<file path="src/rtl/tl_pkg.sv">
// rtl/tl_pkg.sv - shared phase encoding and light decoding for the intersection sequencer
//
// Purpose : phase enum, light constants and the phase-to-lights mapping.
// Ports   : none (package).

package tl_pkg;

  typedef enum logic [2:0] {
    PH_NS_GREEN  = 3'd0,
    PH_NS_YELLOW = 3'd1,
    PH_ALLRED_A  = 3'd2,  // clearance after EW, precedes NS green
    PH_EW_GREEN  = 3'd3,
    PH_EW_YELLOW = 3'd4,
    PH_ALLRED_B  = 3'd5,  // clearance after NS, precedes EW green
    PH_FLASH     = 3'd6
  } phase_e;

  localparam logic [2:0] TL_RED = 3'b100;
  localparam logic [2:0] TL_YEL = 3'b010;
  localparam logic [2:0] TL_GRN = 3'b001;
  localparam logic [2:0] TL_OFF = 3'b000;

  // Returns {tl_3, tl_2, tl_1, tl_0}. Approaches 0/2 are NS, 1/3 are EW.
  function automatic logic [11:0] phase_lights(input phase_e ph, input logic blink);
    logic [2:0] ns;
    logic [2:0] ew;
    ns = TL_RED;
    ew = TL_RED;
    case (ph)
      PH_NS_GREEN:  ns = TL_GRN;
      PH_NS_YELLOW: ns = TL_YEL;
      PH_EW_GREEN:  ew = TL_GRN;
      PH_EW_YELLOW: ew = TL_YEL;
      PH_FLASH: begin
        ns = blink ? TL_YEL : TL_OFF;
        ew = blink ? TL_YEL : TL_OFF;
      end
      default: begin
        ns = TL_RED;
        ew = TL_RED;
      end
    endcase
    return {ew, ns, ew, ns};
  endfunction

endpackage

</file>
<file path="src/rtl/tl_tick_gen.sv">
// rtl/tl_tick_gen.sv - one-second tick prescaler
//
// Purpose : counts 0..CLK_HZ-1 and pulses tick_o for one cycle while the count is CLK_HZ-1.
// Ports   : clk_i  - system clock
//           rst_i  - asynchronous active-high reset
//           tick_o - registered one-cycle pulse, once every CLK_HZ cycles

module tl_tick_gen #(
  parameter int CLK_HZ = 50_000_000
) (
  input  logic clk_i,
  input  logic rst_i,
  output logic tick_o
);

  localparam int CW = (CLK_HZ > 1) ? $clog2(CLK_HZ) : 1;
  localparam logic [CW-1:0] LAST = CW'(CLK_HZ - 1);

  logic [CW-1:0] cnt_q;
  logic [CW-1:0] cnt_d;
  logic          tick_q;

  always_comb begin
    cnt_d = (cnt_q == LAST) ? '0 : cnt_q + CW'(1);
  end

  // tick is registered from the next count so it coincides with count == LAST.
  always_ff @(posedge clk_i or posedge rst_i) begin
    if (rst_i) begin
      cnt_q  <= '0;
      tick_q <= 1'b0;
    end else begin
      cnt_q  <= cnt_d;
      tick_q <= (cnt_d == LAST);
    end
  end

  assign tick_o = tick_q;

endmodule

</file>
<file path="src/rtl/tl_phase_sequencer.sv">
// rtl/tl_phase_sequencer.sv - six-phase traffic-light sequencer with demand rest and flash mode
//
// Purpose : steps the signal plan once per second tick, drives the four approach lights
//           and a BCD countdown of the seconds left in the current phase.
// Ports   : clk_clk     - system clock
//           reset_reset - asynchronous active-high reset (forces all-red immediately)
//           flash_mode  - maintenance request, level
//           req[3:0]    - per-approach vehicle demand, level
//           tl_0..tl_3  - lights {red, yellow, green} for approaches 0..3
//           phase       - current phase code
//           remain_bcd  - seconds remaining, two BCD digits
//           tick        - one-cycle pulse per second

module tl_phase_sequencer
  import tl_pkg::*;
#(
  parameter int CLK_HZ   = 50_000_000,
  parameter int GREEN_S  = 20,
  parameter int YELLOW_S = 3,
  parameter int ALLRED_S = 1
) (
  input  logic       clk_clk,
  input  logic       reset_reset,
  input  logic       flash_mode,
  input  logic [3:0] req,
  output logic [2:0] tl_0,
  output logic [2:0] tl_1,
  output logic [2:0] tl_2,
  output logic [2:0] tl_3,
  output logic [2:0] phase,
  output logic [7:0] remain_bcd,
  output logic       tick
);

  localparam logic [6:0] GREEN_D  = 7'(GREEN_S);
  localparam logic [6:0] YELLOW_D = 7'(YELLOW_S);
  localparam logic [6:0] ALLRED_D = 7'(ALLRED_S);

  // Repeated subtraction is enough for a 7-bit value; at most 12 tens fit.
  function automatic logic [7:0] bin2bcd(input logic [6:0] v);
    logic [3:0] tens;
    logic [6:0] rest;
    tens = 4'd0;
    rest = v;
    for (int i = 0; i < 12; i++) begin
      if (rest >= 7'd10) begin
        rest = rest - 7'd10;
        tens = tens + 4'd1;
      end
    end
    return {tens, rest[3:0]};
  endfunction

  logic       tick_w;
  phase_e     phase_q,  phase_d;
  logic [6:0] remain_q, remain_d;
  logic       blink_q,  blink_d;
  logic [11:0] lights_q;
  logic [7:0] bcd_q;
  logic       expire;
  logic       ns_cross;
  logic       ew_cross;

  tl_tick_gen #(
    .CLK_HZ (CLK_HZ)
  ) u_tick_gen (
    .clk_i  (clk_clk),
    .rst_i  (reset_reset),
    .tick_o (tick_w)
  );

  assign ns_cross = req[1] | req[3];
  assign ew_cross = req[0] | req[2];
  // <= rather than == so a stray zero can never stall a timed phase.
  assign expire   = (remain_q <= 7'd1);

  always_comb begin
    phase_d  = phase_q;
    remain_d = remain_q;
    blink_d  = blink_q;
    if (tick_w) begin
      case (phase_q)
        PH_NS_GREEN: begin
          // Flash request cuts green short; otherwise rest in green until cross demand.
          if (flash_mode || (expire && ns_cross)) begin
            phase_d  = PH_NS_YELLOW;
            remain_d = YELLOW_D;
          end else if (expire) begin
            remain_d = GREEN_D;
          end else begin
            remain_d = remain_q - 7'd1;
          end
        end
        PH_NS_YELLOW: begin
          if (expire) begin
            phase_d  = PH_ALLRED_B;
            remain_d = ALLRED_D;
          end else begin
            remain_d = remain_q - 7'd1;
          end
        end
        PH_ALLRED_B: begin
          if (expire && flash_mode) begin
            phase_d  = PH_FLASH;
            remain_d = 7'd0;
            blink_d  = 1'b1;
          end else if (expire) begin
            phase_d  = PH_EW_GREEN;
            remain_d = GREEN_D;
          end else begin
            remain_d = remain_q - 7'd1;
          end
        end
        PH_EW_GREEN: begin
          if (flash_mode || (expire && ew_cross)) begin
            phase_d  = PH_EW_YELLOW;
            remain_d = YELLOW_D;
          end else if (expire) begin
            remain_d = GREEN_D;
          end else begin
            remain_d = remain_q - 7'd1;
          end
        end
        PH_EW_YELLOW: begin
          if (expire) begin
            phase_d  = PH_ALLRED_A;
            remain_d = ALLRED_D;
          end else begin
            remain_d = remain_q - 7'd1;
          end
        end
        PH_ALLRED_A: begin
          if (expire && flash_mode) begin
            phase_d  = PH_FLASH;
            remain_d = 7'd0;
            blink_d  = 1'b1;
          end else if (expire) begin
            phase_d  = PH_NS_GREEN;
            remain_d = GREEN_D;
          end else begin
            remain_d = remain_q - 7'd1;
          end
        end
        PH_FLASH: begin
          if (!flash_mode) begin
            phase_d  = PH_ALLRED_A;
            remain_d = ALLRED_D;
          end else begin
            blink_d  = ~blink_q;
          end
        end
        default: begin
          phase_d  = PH_ALLRED_A;
          remain_d = ALLRED_D;
        end
      endcase
    end
  end

  // Lights and BCD are registered from next-state so they change on the same edge as phase.
  always_ff @(posedge clk_clk or posedge reset_reset) begin
    if (reset_reset) begin
      phase_q  <= PH_ALLRED_A;
      remain_q <= ALLRED_D;
      blink_q  <= 1'b1;
      lights_q <= {TL_RED, TL_RED, TL_RED, TL_RED};
      bcd_q    <= bin2bcd(ALLRED_D);
    end else begin
      phase_q  <= phase_d;
      remain_q <= remain_d;
      blink_q  <= blink_d;
      lights_q <= phase_lights(phase_d, blink_d);
      bcd_q    <= bin2bcd(remain_d);
    end
  end

  assign tl_0       = lights_q[2:0];
  assign tl_1       = lights_q[5:3];
  assign tl_2       = lights_q[8:6];
  assign tl_3       = lights_q[11:9];
  assign phase      = phase_q;
  assign remain_bcd = bcd_q;
  assign tick       = tick_w;

endmodule

</file>
<file path="config.mk">
export PLATFORM = sky130hd
export DESIGN_NAME = tl_phase_sequencer
export DESIGN_NICKNAME = d
export VERILOG_FILES = /design/src/rtl/tl_pkg.sv /design/src/rtl/tl_tick_gen.sv /design/src/rtl/tl_phase_sequencer.sv
export SDC_FILE = /design/constraint.sdc
export NUM_CORES = 1
export LEC_CHECK = 0
export ABC_CLOCK_PERIOD_IN_PS = 23200
export BUFFER_PORTS_ARGS = -buffer_cell sky130_fd_sc_hd__buf_2
export CORE_MARGIN = 3
export CORE_UTILIZATION = 27
export CTS_CLUSTER_DIAMETER = 150
export CTS_CLUSTER_SIZE = 40
export DETAILED_ROUTE_END_ITERATION = 10
export PLACE_DENSITY = 0.39
export SYNTH_ARGS = -nofsm -noshare
export SYNTH_HDL_FRONTEND = slang
export SYNTH_HIERARCHICAL = 1
export SYNTH_SLANG_ARGS = --single-unit
export TNS_END_PERCENT = 1
</file>
<file path="constraint.sdc">
create_clock -name clk_clk -period 23.2 [get_ports clk_clk]
set_clock_uncertainty 0.1 [all_clocks]
set_input_delay 4.64 -clock clk_clk [delete_from_list [all_inputs] [get_ports clk_clk]]
set_output_delay 4.64 -clock clk_clk [all_outputs]
set_load 0.02 [all_outputs]
</file>
# --- Yosys cells after proc, flatten, opt, wreduce, memory -nomap -nowiden ---
# Cells that the tools add are included.
word_totals:
  reg_bits: 58
op_classes:
  bitwise_logic: 3
  n_lt_le_gt_ge: 13
  eq_ne: 12
  reduce_logical: 9
  muxes: 51
  addsub: 25
ops:
  columns: ["op", "count"]
  rows:
  - ["7-bit two-way mux", 18]
  - ["7-bit by 4-bit greater-or-equal comparator with 1-bit output, second input constant", 12]
  - ["7-bit by 4-bit subtractor with 7-bit output, second input constant", 11]
  - ["26-bit equality test, second input constant", 2]
  - ["4-bit two-way mux", 12]
  - ["4-bit by 1-bit adder with 4-bit output, second input constant", 11]
  - ["7-bit one-hot mux with 5 select lines", 1]
  - ["3-bit two-way mux", 10]
  - ["26-bit by 1-bit adder with 26-bit output, second input constant", 1]
  - ["26-bit two-way mux", 1]
  - ["3-bit one-hot mux with 7 select lines", 1]
  - ["3-bit one-hot mux with 3 select lines", 2]
  - ["3-bit equality test, second input constant", 5]
  - ["3-bit by 2-bit equality test with 1-bit output, second input constant", 3]
  - ["7-bit by 1-bit <= comparator with 1-bit output, second input constant", 1]
  - ["7-bit by 1-bit subtractor with 7-bit output, second input constant", 1]
  - ["3-bit by 1-bit equality test with 1-bit output, second input constant", 2]
  - ["3-bit zero test", 2]
  - ["1-bit two-way mux", 4]
  - ["2-bit OR reduction", 2]
  - ["4-bit subtractor, second input constant", 1]
  - ["1-bit logical AND", 3]
  - ["1-bit logical OR", 2]
  - ["2-bit two-way mux", 1]
  - ["other kinds (3)", 4]

# --- Longest topological paths before layout ---
# Gate-level depths: netlist of the first run.
logic_depth:
  ltp_word: 30
  ltp_mapped: 101

# --- By module ---
# The synthesis of the first run kept the hierarchy.
by_module_without_submodules:
  columns: ["mod", "cells_each", "n_inst", "seq_area_each_um2", "area_per_inst_um2"]
  rows:
  - ["tl_phase_sequencer", 677, 1, 606.8, 5372.7]
  - ["tl_tick_gen", 156, 1, 675.6, 1512.7]

# --- Worst setup path after synthesis of the first run ---
# No wires, ideal clock.
synth_path:
  kind: "input to register"
  from: "input flash_mode"
  to: "register bcd_q[5] (netlist: remain_bcd[5])"
  n_path_buf: 6
  path_slack_ns: 3.252
  stages: 92
  arrival_time_ns: 19.723
  cell_sequence: "buf_2 > nand4b_1 > or2_1 > a31o_1 > a21o_1 > nand2_1 > inv_1 > ha_1 > inv_1 > a21oi_1 > a211o_1 > nand3_4 > clkinv_1 > xnor2_1 > inv_1 > ha_1 > nand2_1 > a21oi_1 > [56 not listed] > o21ai_0 > o22ai_1 > nor2_2 > and2_4 > buf_8 > xnor2_2 > ha_1 > nand2_1 > a311oi_1 > a211o_2 > buf_6 > xnor2_1 > ha_1 > inv_1 > a21o_1 > mux2i_1 > o31a_4 > mux2_4"
synth_between:
  elab_chain_cells: 28
  word_cells_on_any_way: 66
  cone_classes: "22 x add/sub; 12 x order compare; 29 x mux; 3 x reduce/logical"
synth_lines:
  columns: ["element", "line", "rtl"]
  rows:
  - ["from (decl)", "tl_phase_sequencer.sv:24", "input logic flash_mode,"]
  - ["1-bit logical AND, or another cell as far along", "tl_phase_sequencer.sv:103, tl_phase_sequencer.sv:133", null]
  - ["7-bit two-way mux, on equally long branches", "tl_phase_sequencer.sv:103, tl_phase_sequencer.sv:85, tl_phase_sequencer.sv:115", null]
  - ["7-bit one-hot mux with 5 select lines (*)", "tl_phase_sequencer.sv:82", "case (phase_q)"]
  - ["7-bit two-way mux (*)", "tl_phase_sequencer.sv:81", "if (tick_w) begin"]
  - ["via remain_d[1]", "tl_phase_sequencer.sv:56", "logic [6:0] remain_q, remain_d;"]
  - ["7-bit by 4-bit subtractor with 7-bit output / 7-bit by 4-bit greater-or-equal comparator with 1-bit output (equally long branches)", "tl_phase_sequencer.sv:47, tl_phase_sequencer.sv:46", null]
  - ["7-bit two-way mux / 1-bit two-way mux (equally long branches)", "tl_phase_sequencer.sv:46", "if (rest >= 7'd10) begin"]
  - ["7-bit by 4-bit subtractor with 7-bit output, or another cell as far along", "tl_phase_sequencer.sv:47", "rest = rest - 7'd10;"]
  - ["[13 not listed]", null, null]
  - ["7-bit by 4-bit subtractor with 7-bit output, or another cell as far along", "tl_phase_sequencer.sv:47", null]
  - ["7-bit two-way mux / 4-bit two-way mux (equally long branches)", "tl_phase_sequencer.sv:46", null]
  - ["7-bit by 4-bit subtractor with 7-bit output, or another cell as far along", "tl_phase_sequencer.sv:47", null]
  - ["7-bit two-way mux / 4-bit two-way mux (equally long branches)", "tl_phase_sequencer.sv:46", null]
  - ["7-bit by 4-bit subtractor with 7-bit output, or another cell as far along", "tl_phase_sequencer.sv:47", null]
  - ["7-bit two-way mux / 4-bit two-way mux (equally long branches)", "tl_phase_sequencer.sv:46", null]
  - ["7-bit by 4-bit greater-or-equal comparator with 1-bit output / 4-bit by 1-bit adder with 4-bit output (equally long branches)", "tl_phase_sequencer.sv:46, tl_phase_sequencer.sv:48", null]
  - ["4-bit two-way mux (*)", "tl_phase_sequencer.sv:46", null]
  - ["to (signal assigned)", "tl_phase_sequencer.sv:167", "bcd_q <= bin2bcd(ALLRED_D);"]
  - ["to (signal assigned)", "tl_phase_sequencer.sv:173", "bcd_q <= bin2bcd(remain_d);"]
  - ["to (decl)", "tl_phase_sequencer.sv:59", "logic [7:0] bcd_q;"]
# The timed path passes the listed nets; every way through them passes the cells marked *.

# --- Final worst setup path of the first run ---
# Ends and elaborated chain as after synthesis.

==> flow_metrics.tcl, run 1 <==
set metrics [dict create \
    synth_top_cells_by_area "dfrtp_1 17%, ha_1 5.1%, xnor2_1 4.8%" \
    status "completed" \
    antenna_cells 0 \
    ir_drop_mv 0.0233 \
    grt_use_total_pct 12.9 \
    avgViaCountPerCell 5.38 \
    final_cell_mix "83 x nand2_1, 58 x nor2_1, 46 x dfrtp_1, 40 x inv_1, 38 x nand3_1" \
    layout_commonest_cell "nand2_1" \
    wl_met1_mm 9.36 \
    fin_crit_ns 21.50 \
    port_buffers 30 \
    critPathLaunchType "input pin" \
    relSlewSlack_pct 18.8 \
    ios 31 \
    final_hold_viol_count 0 \
    crit_path_top_delay_cell "or4_1" \
    wl_met3_um 555 \
    min_path_type "register to register" \
    slew_viol_final 0 \
    slowest_delay_ns 0.43 \
    cts_tree "yes" \
    die_area_um2 27500 \
    ys_ff_latch 51 \
    grt_pass1_vias 6014 \
    avgRoutedWirePerCell_um 15.8 \
    overflow 0 \
    path_class "input pin to register" \
    die_w_um 166 \
    cts_hold_buf 0 \
    final_nets 879 \
    syn_area_per_cell_um2 8.27 \
    setup_violations 0 \
    final.setup.tns_ns 0 \
    grt_max_degree 25 \
    numCtsBuffers 5 \
    n_fill_cell 2661 \
    fin_area_um2 7460 \
    path_delay_family "compound AO/OA/AOI/OAI gates" \
    clockRootBuffer "clkbuf_16" \
    dpl.cell_count 1156 \
    rows 57 \
    worstSetupEndpointType "register" \
    synth_ff_type "dfrtp_1" \
    cts.path.max_buffers 2 \
    yosys.area.top_type "dfrtp_1" \
    whs_ns 0.394 \
    worst-path-buf-inv 16 \
    critPathRequiredTime_ns 23.28 \
    synthToLayoutAreaGrowth_pct 8.34 \
    fin_cells 1169 \
    yosys_warnings 6 \
    syn_inst 833 \
    grt_pass1_wl_mm 30.9 \
    synthArstFlopShare_pct 100 \
    clock-sinks 51 \
    drtIter0Drc 491 \
    finalCritPeriodShare_pct 92.7 \
    htree_levels 2 \
    drive_gt1_share_pct 17.3 \
    drc 0 \
    wl_mm 18.5 \
    syn-num-nets 868 \
    critPathArrivalTime_ns 21.58 \
    dieHeight_um 166 \
    placed_cell_area_um2 7210 \
    max_cap_viol_count 0 \
    cts.clk_slew.worst_paths_ns 0.07 \
    worst_pin_slew_ns 1.21 \
    rsz0062_at_grt "false" \
    synth_edf_count 0 \
    max_freq_mhz 46.5 \
    ant_nets 0 \
    synth_top_area_share_pct 16.7 \
    initial_utilization_pct 27.9 \
    dp_hpwl_mm 14.5 \
    leakage_nw 3.05 \
    yosysSeqAreaShare_pct 18.6 \
    fp.coreArea_um2 24700 \
    power_mw 0.178 \
    dr_total_vias 6290 \
    first_pass_iters 5 \
    synth_cell_types 120 \
    clk_latency_ns 0.29 \
    gp_congestion 0.810 \
    top_layer_used "met4" \
    crit_path_max_fanout 16 \
    reg2reg_slack_ns 5.47 \
    power_density_nw_per_um2 23.8 \
    antenna_found_initial 0 \
    synth_area_um2 6890 \
    wl_met2_mm 8.39 \
]
## path summary, 6_finish.rpt
check                                              startpoint                       endpoint  depth (start not counted)
max in group asynchronous                         reset_reset        remain_bcd[3]$_DFF_PP0_                          2
worst min-delay path            u_tick_gen/cnt_q[6]$_DFF_PP0_  u_tick_gen/cnt_q[6]$_DFF_PP0_                          1
worst max register to register             phase[0]$_DFF_PP0_        remain_bcd[5]$_DFF_PP0_                         89
worst max-delay path                               flash_mode        remain_bcd[5]$_DFF_PP0_                         90
min in group asynchronous                         reset_reset  u_tick_gen/cnt_q[6]$_DFF_PP0_                          2
worst min register to register  u_tick_gen/cnt_q[6]$_DFF_PP0_  u_tick_gen/cnt_q[6]$_DFF_PP0_                          1
## state kept, by name, indices dropped and copies added, names as in the netlist
register           count
u_tick_gen/cnt_q      26
u_tick_gen/tick_o      1
phase                  3
blink_q                1
lights_q               6
remain_q               6
remain_bcd             8
## per-stage QoR
step | setup slack, ns | util (%)
after floorplan | 3.25 | -
after CTS | 0.927 | 29.9
after global routing | 0.0519 | 30.2
final | 1.70 | 30.2
after global placement | 0.709 | 29.2
after detailed placement | 0.710 | 29.2
## area by class of cell
class,instances,area [µm²],share of cell area [%]
clock buffer,5,125,1.68
clock inverter,3,43.8,0.587
inverter,44,165,2.21
multi-input combinational,703,5220,70.0
sequential,51,1280,17.2
tap,324,405,5.43
timing repair buffer,39,218,2.92
## repair_timing
action | 4_1_cts | 5_1_grt
buffers inserted | 0 | 5
setup endpoints to repair | 0 | 7
resized for setup | 0 | 12
hold endpoints to repair | 0 | 0
## cell usage after synthesis, drive strengths merged (5+ instances only)
cell type / number
a211o: 9
a211oi: 13
a21boi: 13
a21o: 10
a21oi: 35
a22oi: 6
a31o: 6
a31oi: 19
a32o: 6
a32oi: 5
and2: 15
and3: 10
buf: 30
clkbuf: 5
dfrtp: 46
dfstp: 5
ha: 28
inv: 43
mux2: 8
mux2i: 11
nand2: 87
nand2b: 11
nand3: 41
nand4: 16
nor2: 60
nor3: 25
nor4: 16
nor4b: 5
o2111ai: 6
o211a: 6
o211ai: 15
o21a: 6
o21ai: 41
o221ai: 6
o22ai: 9
o31a: 6
o31ai: 7
or3: 12
or4: 6
xnor2: 44
xor2: 24
## power breakdown
part / switching [mW] / internal, mW / total, mW
registers: 0 / 0.0889 / 0.0889
logic: 0.00296 / 0.000951 / 0.00391
clock network: 0.0339 / 0.0509 / 0.0848
total: 0.0368 / 0.141 / 0.178
## kinds of logic (layout without fill, tap and decap cells)
family | count (synthesis) | in the layout | synth area share, %
flops | 51 | 51 | 18.6
compound gates | 258 | 258 | 29.7
fa+ha+maj | 28 | 28 | 5.09
simple gates | 328 | 328 | 27.1
xor+xnor | 70 | 70 | 10.2
mux | 19 | 19 | 3.02
buf+inv | 79 | 91 | 6.21
## worst register-to-register path, delay by kind of cell (launching register included)
family          cells  cell delay, ns
buf+inv            15            1.45
fa+ha+maj          12            2.30
mux                 3            0.70
xor+xnor            4            1.02
flops               1            0.58
simple gates       27            5.08
compound gates     28            6.36
## routing by layer
layer  global-route usage [%]  vias to the layer above
met5                        0                        -
met4                     2.17                        0
met3                     1.36                       13
met2                     20.9                      118
met1                     19.0                     2990
li1                         -                     3169
(Power assumes the default switching activity.)
==> run 2: changes to the inputs <==
--- a/config.mk
+++ b/config.mk
@@ -8,11 +8,11 @@
 export ABC_CLOCK_PERIOD_IN_PS = 23200
 export BUFFER_PORTS_ARGS = -buffer_cell sky130_fd_sc_hd__buf_2
 export CORE_MARGIN = 3
-export CORE_UTILIZATION = 27
+export CORE_UTILIZATION = 62
 export CTS_CLUSTER_DIAMETER = 150
 export CTS_CLUSTER_SIZE = 40
 export DETAILED_ROUTE_END_ITERATION = 10
-export PLACE_DENSITY = 0.39
+export PLACE_DENSITY = 0.78
 export SYNTH_ARGS = -nofsm -noshare
 export SYNTH_HDL_FRONTEND = slang
 export SYNTH_HIERARCHICAL = 1
==> flow_metrics.tcl, run 2 (synthesis gave the netlist of run 1 again) <==
set metrics [dict create \
    status "completed" \
    hold_depth 1 \
    dp_hpwl_mm 13.2 \
    grt_pass1_vias 6231 \
    critPathLaunchType "input pin" \
    clockRootBuffer "clkbuf_8" \
    switching_share_pct 23.1 \
    power_density_nw_per_um2 20.9 \
    critPathRequiredTime_ns 23.30 \
    worst_pin_slew_ns 1.05 \
    rsz0062_at_grt "false" \
    p_comb_share_pct 2.6 \
    fin_crit_ns 21.65 \
    crit_path_top_delay_cell "or4_1" \
    slew_viol_final 0 \
    sequentialPowerShare_pct 59.8 \
    hp-start "u_tick_gen/cnt_q[6]$_DFF_PP0_" \
    grt_max_degree 28 \
    drive_gt1_share_pct 16.6 \
    n_fill_cell 860 \
    htree_levels 2 \
    dpl.cell_count 964 \
    regMostFlops "u_tick_gen/cnt_q" \
    ios 31 \
    whs_ns 0.411 \
    worstSetupEndpointType "register" \
    final_nets 870 \
    met1_usage_pct 35.4 \
    internal-power_mw 0.114 \
    cts.path.max_buffers 2 \
    min_to "u_tick_gen/cnt_q[6]$_DFF_PP0_" \
    ant_nets 0 \
    largest_reg_flops 26 \
    r2r_end "remain_bcd[5]$_DFF_PP0_" \
    slowest_delay_ns 0.43 \
    clk_latency_ns 0.31 \
    r2r-start "remain_q[3]$_DFF_PP0_" \
    avgViaCountPerCell 6.70 \
    relSlewSlack_pct 29.8 \
    power_frac_clock_pct 37.6 \
    met3_usage_pct 3.97 \
    clock-sinks 51 \
    fin_area_um2 7090 \
    grt_use_total_pct 27.0 \
    gp_congestion 0.959 \
    path_class "input pin to register" \
    fin_cells 972 \
    final_hold_viol_count 0 \
    dr_total_vias 6509 \
    first_pass_iters 5 \
    avgRoutedWirePerCell_um 17.5 \
    drc 0 \
    dieHeight_um 111 \
    overflow 0 \
    setup_violations 0 \
    min_path_type "register to register" \
    numCtsBuffers 5 \
    wl_mm 17.0 \
    crit_path_max_fanout 16 \
    antenna_found_initial 0 \
    rows 37 \
    power_switching_mw 0.0343 \
    grt_pass1_wl_mm 29.1 \
    seqCellArea_um2 1280 \
    final.setup.tns_ns 0 \
    port_buffers 30 \
    drtIter0Drc 498 \
    worst-path-buf-inv 15 \
    cts_hold_buf 0 \
    cts_tree "yes" \
    initial_utilization_pct 65.2 \
    reg2reg_slack_ns 5.25 \
    ir_drop_mv 0.0223 \
    rr_worst_depth 86 \
    fp.coreArea_um2 10600 \
    finalCritPeriodShare_pct 93.3 \
    die_w_um 111 \
    cts.clk_slew.worst_paths_ns 0.09 \
    antenna_cells 0 \
    synthToLayoutAreaGrowth_pct 3.02 \
    grtUsageMet2_pct 46.1 \
    leakage_nw 2.97 \
    max_cap_viol_count 0 \
    multiInputGateArea_um2 5230 \
    top_usage_layer "met2" \
    final_cell_mix "82 x nand2_1, 56 x nor2_1, 46 x dfrtp_1, 40 x inv_1, 38 x nand3_1" \
    cts_resized 0 \
    layout_commonest_cell "nand2_1" \
    cts_setup_buffers 0 \
    die_area_um2 12400 \
    placed_cell_area_um2 6940 \
    max_freq_mhz 46.2 \
    cp_common_cell "ha_1" \
    critPathArrivalTime_ns 21.75 \
    path_delay_family "compound AO/OA/AOI/OAI gates" \
]
-- run 2: changes by cell type in the layout (fill, tap and decap cells not counted), sizes merged --
cell,delta
buf,-9
clkbuf,+2
bufinv,-1
clkinv,-1
-- run 2: worst register-to-register path, delay by kind of cell (launching register included) --
kind	cells	cell delay [ns]
compound gates	28	6.65
fa+ha+maj	12	2.34
buf+inv	13	1.25
flops	1	0.52
simple gates	25	4.86
mux	3	0.71
xor+xnor	5	1.36
-- run 2: metal layers --
layer | share of wire [%] | vias up | wire length, µm
li1 | - | 3145 | -
met1 | 44 | 3092 | 7410
met2 | 49 | 232 | 8280
met3 | 5.3 | 40 | 899
met4 | 2.5 | 0 | 430
met5 | 0 | - | 0
-- run 2: worst max path at each step --
stage	start	to	slack, ns	depth (start not counted)
after detailed placement	flash_mode	remain_bcd[5]$_DFF_PP0_	0.77	86
after global routing	flash_mode	remain_bcd[7]$_DFF_PP0_	0.14	88
final	flash_mode	remain_bcd[5]$_DFF_PP0_	1.55	87
after global placement	flash_mode	remain_bcd[5]$_DFF_PP0_	1.33	86
after floorplan	flash_mode	remain_bcd[5]$_DFF_PP0_	3.25	92
after CTS	flash_mode	remain_bcd[5]$_DFF_PP0_	1.03	86
-- run 2: cell type report --
class,instances,area share [%]
Timing Repair Buffer,30,2.12
Clock buffer,7,1.22
Inverter,44,2.33
Sequential cell,51,18.1
Clock inverter,1,0.123
Tap cell,136,2.40
Multi-Input combinational cell,703,73.7
-- run 2: through the flow --
step	utilization (%)	total power [mW]	setup slack (ns)
after floorplan	-	0.0932	3.25
after global placement	65.8	0.0944	1.33
after detailed placement	65.8	0.0945	0.769
after CTS	66.7	0.150	1.03
after global routing	67.2	0.154	0.144
final	67.2	0.149	1.55
-- run 2: power by group through the flow --
| stage | logic [mW] | clock network (mW) | registers, mW |
|---|---|---|---|
| after CTS | 0.00392 | 0.0571 | 0.0889 |
| after floorplan | 0.00257 | 0 | 0.0906 |
| final | 0.00383 | 0.0558 | 0.0889 |
| after global routing | 0.00436 | 0.0610 | 0.0889 |
| after global placement | 0.00377 | 0 | 0.0906 |
| after detailed placement | 0.00392 | 0 | 0.0906 |
==> run 3: changes to the inputs <==
--- a/config.mk
+++ b/config.mk
@@ -5,14 +5,15 @@
 export SDC_FILE = /design/constraint.sdc
 export NUM_CORES = 1
 export LEC_CHECK = 0
+export ABC_AREA = 1
 export ABC_CLOCK_PERIOD_IN_PS = 23200
-export BUFFER_PORTS_ARGS = -buffer_cell sky130_fd_sc_hd__buf_2
 export CORE_MARGIN = 3
 export CORE_UTILIZATION = 62
 export CTS_CLUSTER_DIAMETER = 150
 export CTS_CLUSTER_SIZE = 40
 export DETAILED_ROUTE_END_ITERATION = 10
-export PLACE_DENSITY = 0.78
+export DONT_BUFFER_PORTS = 1
+export PLACE_DENSITY = 0.76
 export SYNTH_ARGS = -nofsm -noshare
 export SYNTH_HDL_FRONTEND = slang
 export SYNTH_HIERARCHICAL = 1
==> flow_metrics.tcl, run 3 <==
set metrics [dict create \
    critPathRequiredTime_ns 23.31 \
    min_path_type "register to register" \
    synth_ff_type "dfrtp_1" \
    initial_utilization_pct 65.0 \
    worstSetupEndpointType "register" \
    max_freq_mhz 64.0 \
    avgViaCountPerCell 5.23 \
    setup_violations 0 \
    r2r_end "remain_bcd[7]$_DFF_PP0_" \
    fin_crit_ns 15.62 \
    path_class "input pin to register" \
    drc 0 \
    critPathLaunchType "input pin" \
    die_w_um 108 \
    syn_inst 1023 \
    antenna_cells 0 \
    synthArstFlopShare_pct 100 \
    ir_drop_mv 0.0215 \
    grt_use_total_pct 23.6 \
    syn_area_per_cell_um2 6.32 \
    drtIter0Drc 315 \
    power_density_nw_per_um2 23.2 \
    ys_ff_latch 51 \
    final_cell_mix "313 x nand2_1, 143 x inv_1, 99 x nand3_1, 81 x nor2_1, 47 x nand2_2" \
    dr_total_vias 6025 \
    hold_depth 1 \
    synth_most_common_cell "nand2_1" \
    power_mw 0.154 \
    rsz0062_at_grt "false" \
    synth_edf_count 0 \
    hp-start "u_tick_gen/cnt_q[0]$_DFF_PP0_" \
    synth_top_area_share_pct 18.2 \
    reg2reg_slack_ns 10.99 \
    max_cap_viol_count 0 \
    min_to "u_tick_gen/cnt_q[0]$_DFF_PP0_" \
    relSlewSlack_pct 30.5 \
    ios 31 \
    cts_tree "yes" \
    leakage_nw 3.88 \
    port_buffers 0 \
    final.setup.tns_ns 0 \
    first_pass_iters 5 \
    die_area_um2 11700 \
    grt_pass1_wl_mm 23.4 \
    yosys_warnings 6 \
    final_nets 1052 \
    rr_worst_depth 104 \
    regMostFlops "u_tick_gen/cnt_q" \
    layout_commonest_cell "nand2_1" \
    ant_nets 0 \
    avgRoutedWirePerCell_um 11.5 \
    synthTopCellsByCount "313 x nand2_1, 143 x inv_1, 99 x nand3_1, 81 x nor2_1, 47 x nand2_2" \
    cts_setup_buffers 0 \
    synth_cell_types 50 \
    finalCritPeriodShare_pct 67.3 \
    crit_path_top_delay_cell "or2_2" \
    drive_gt1_share_pct 17.0 \
    rows 36 \
    slowest_delay_ns 0.27 \
    cts_hold_buf 0 \
    antenna_found_initial 0 \
    grt_pass1_vias 5586 \
    final_hold_viol_count 0 \
    critPathArrivalTime_ns 15.73 \
    grt_max_degree 28 \
    synthToLayoutAreaGrowth_pct 2.92 \
    r2r-start "remain_bcd[0]$_DFF_PP1_" \
    yosys.area.top_type "nand2_1" \
    slew_viol_final 0 \
    wl_mm 13.2 \
    largest_reg_flops 26 \
    crit_path_max_fanout 12 \
    placed_cell_area_um2 6540 \
    yosysSeqAreaShare_pct 19.8 \
    fp.coreArea_um2 9950 \
    clockRootBuffer "clkbuf_8" \
    clock-sinks 51 \
    syn-num-nets 1058 \
    numCtsBuffers 5 \
    dieHeight_um 108 \
    gp_congestion 0.859 \
    overflow 0 \
    cts_resized 0 \
    cts.path.max_buffers 2 \
    fin_area_um2 6660 \
    dp_hpwl_mm 10.9 \
    status "completed" \
    cp_common_cell "nand2_1" \
    synth_area_um2 6470 \
    clk_latency_ns 0.32 \
    worst_pin_slew_ns 1.04 \
    htree_levels 2 \
    synth_top_cells_by_area "nand2_1 18%, dfrtp_1 18%, inv_1 8.3%" \
    cts.clk_slew.worst_paths_ns 0.09 \
]
-- run 3: area by class of cell --
type | count | area, µm²
Clock buffer | 5 | 68.8
Clock inverter | 3 | 43.8
Fill cell | 929 | 3300
Inverter | 168 | 633
Multi-Input combinational cell | 790 | 4450
Sequential cell | 51 | 1280
Tap cell | 133 | 166
Timing Repair Buffer | 1 | 7.51
-- run 3: cell families after synthesis --
family	share of synthesized area, %
XOR/XNOR	3.66
AO/OA/AOI/OAI	7.25
flip-flops	19.8
adder cells (fa/ha/maj)	5.42
buffers and inverters	11.3
AND/OR/NAND/NOR	52.5
-- run 3: worst max path at each step --
stage	cells after the start	startpoint	endpoint	slack [ns]
after floorplan	105	req[2]	remain_bcd[4]$_DFF_PP0_	8.57
after global placement	103	req[2]	remain_bcd[4]$_DFF_PP0_	7.69
after detailed placement	103	req[2]	remain_bcd[7]$_DFF_PP0_	7.32
after CTS	103	req[2]	remain_bcd[7]$_DFF_PP0_	7.65
after global routing	103	req[3]	remain_bcd[7]$_DFF_PP0_	6.14
final	103	req[2]	remain_bcd[7]$_DFF_PP0_	7.58
-- run 3: power breakdown --
part | leakage [nW] | total (mW) | internal, mW | switching (mW)
Sequential | 0.670 | 0.0889 | 0.0889 | 0
Clock | 0.0581 | 0.0622 | 0.0321 | 0.0301
Combinational | 3.16 | 0.00335 | 0.000679 | 0.00267
Total | 3.88 | 0.154 | 0.122 | 0.0327
-- run 3: layer usage --
layer	vias up	GRT usage, %	part of all wire (%)
met2	94	42.4	47
met5	-	0	0
li1	3222	-	-
met3	7	1.97	3.2
met1	2702	31.1	49
met4	0	4.69	0.75
-- run 3: worst max-delay path: cells and delay by family --
kind,cells,cell delay (ns)
buffers and inverters,13,0.97
AND/OR/NAND/NOR,76,7.41
adder cells (fa/ha/maj),12,2.22
AO/OA/AOI/OAI,2,0.46
-- run 3: stage by stage --
step	std cells	util (%)	hold WS, ns	setup slack, ns
floorplan	1023	-	0.354	8.57
global placement	1143	65.7	0.375	7.69
detailed placement	1143	65.7	0.379	7.32
CTS	1151	66.9	0.391	7.65
global route	1151	66.9	0.419	6.14
finish	1151	66.9	0.386	7.58
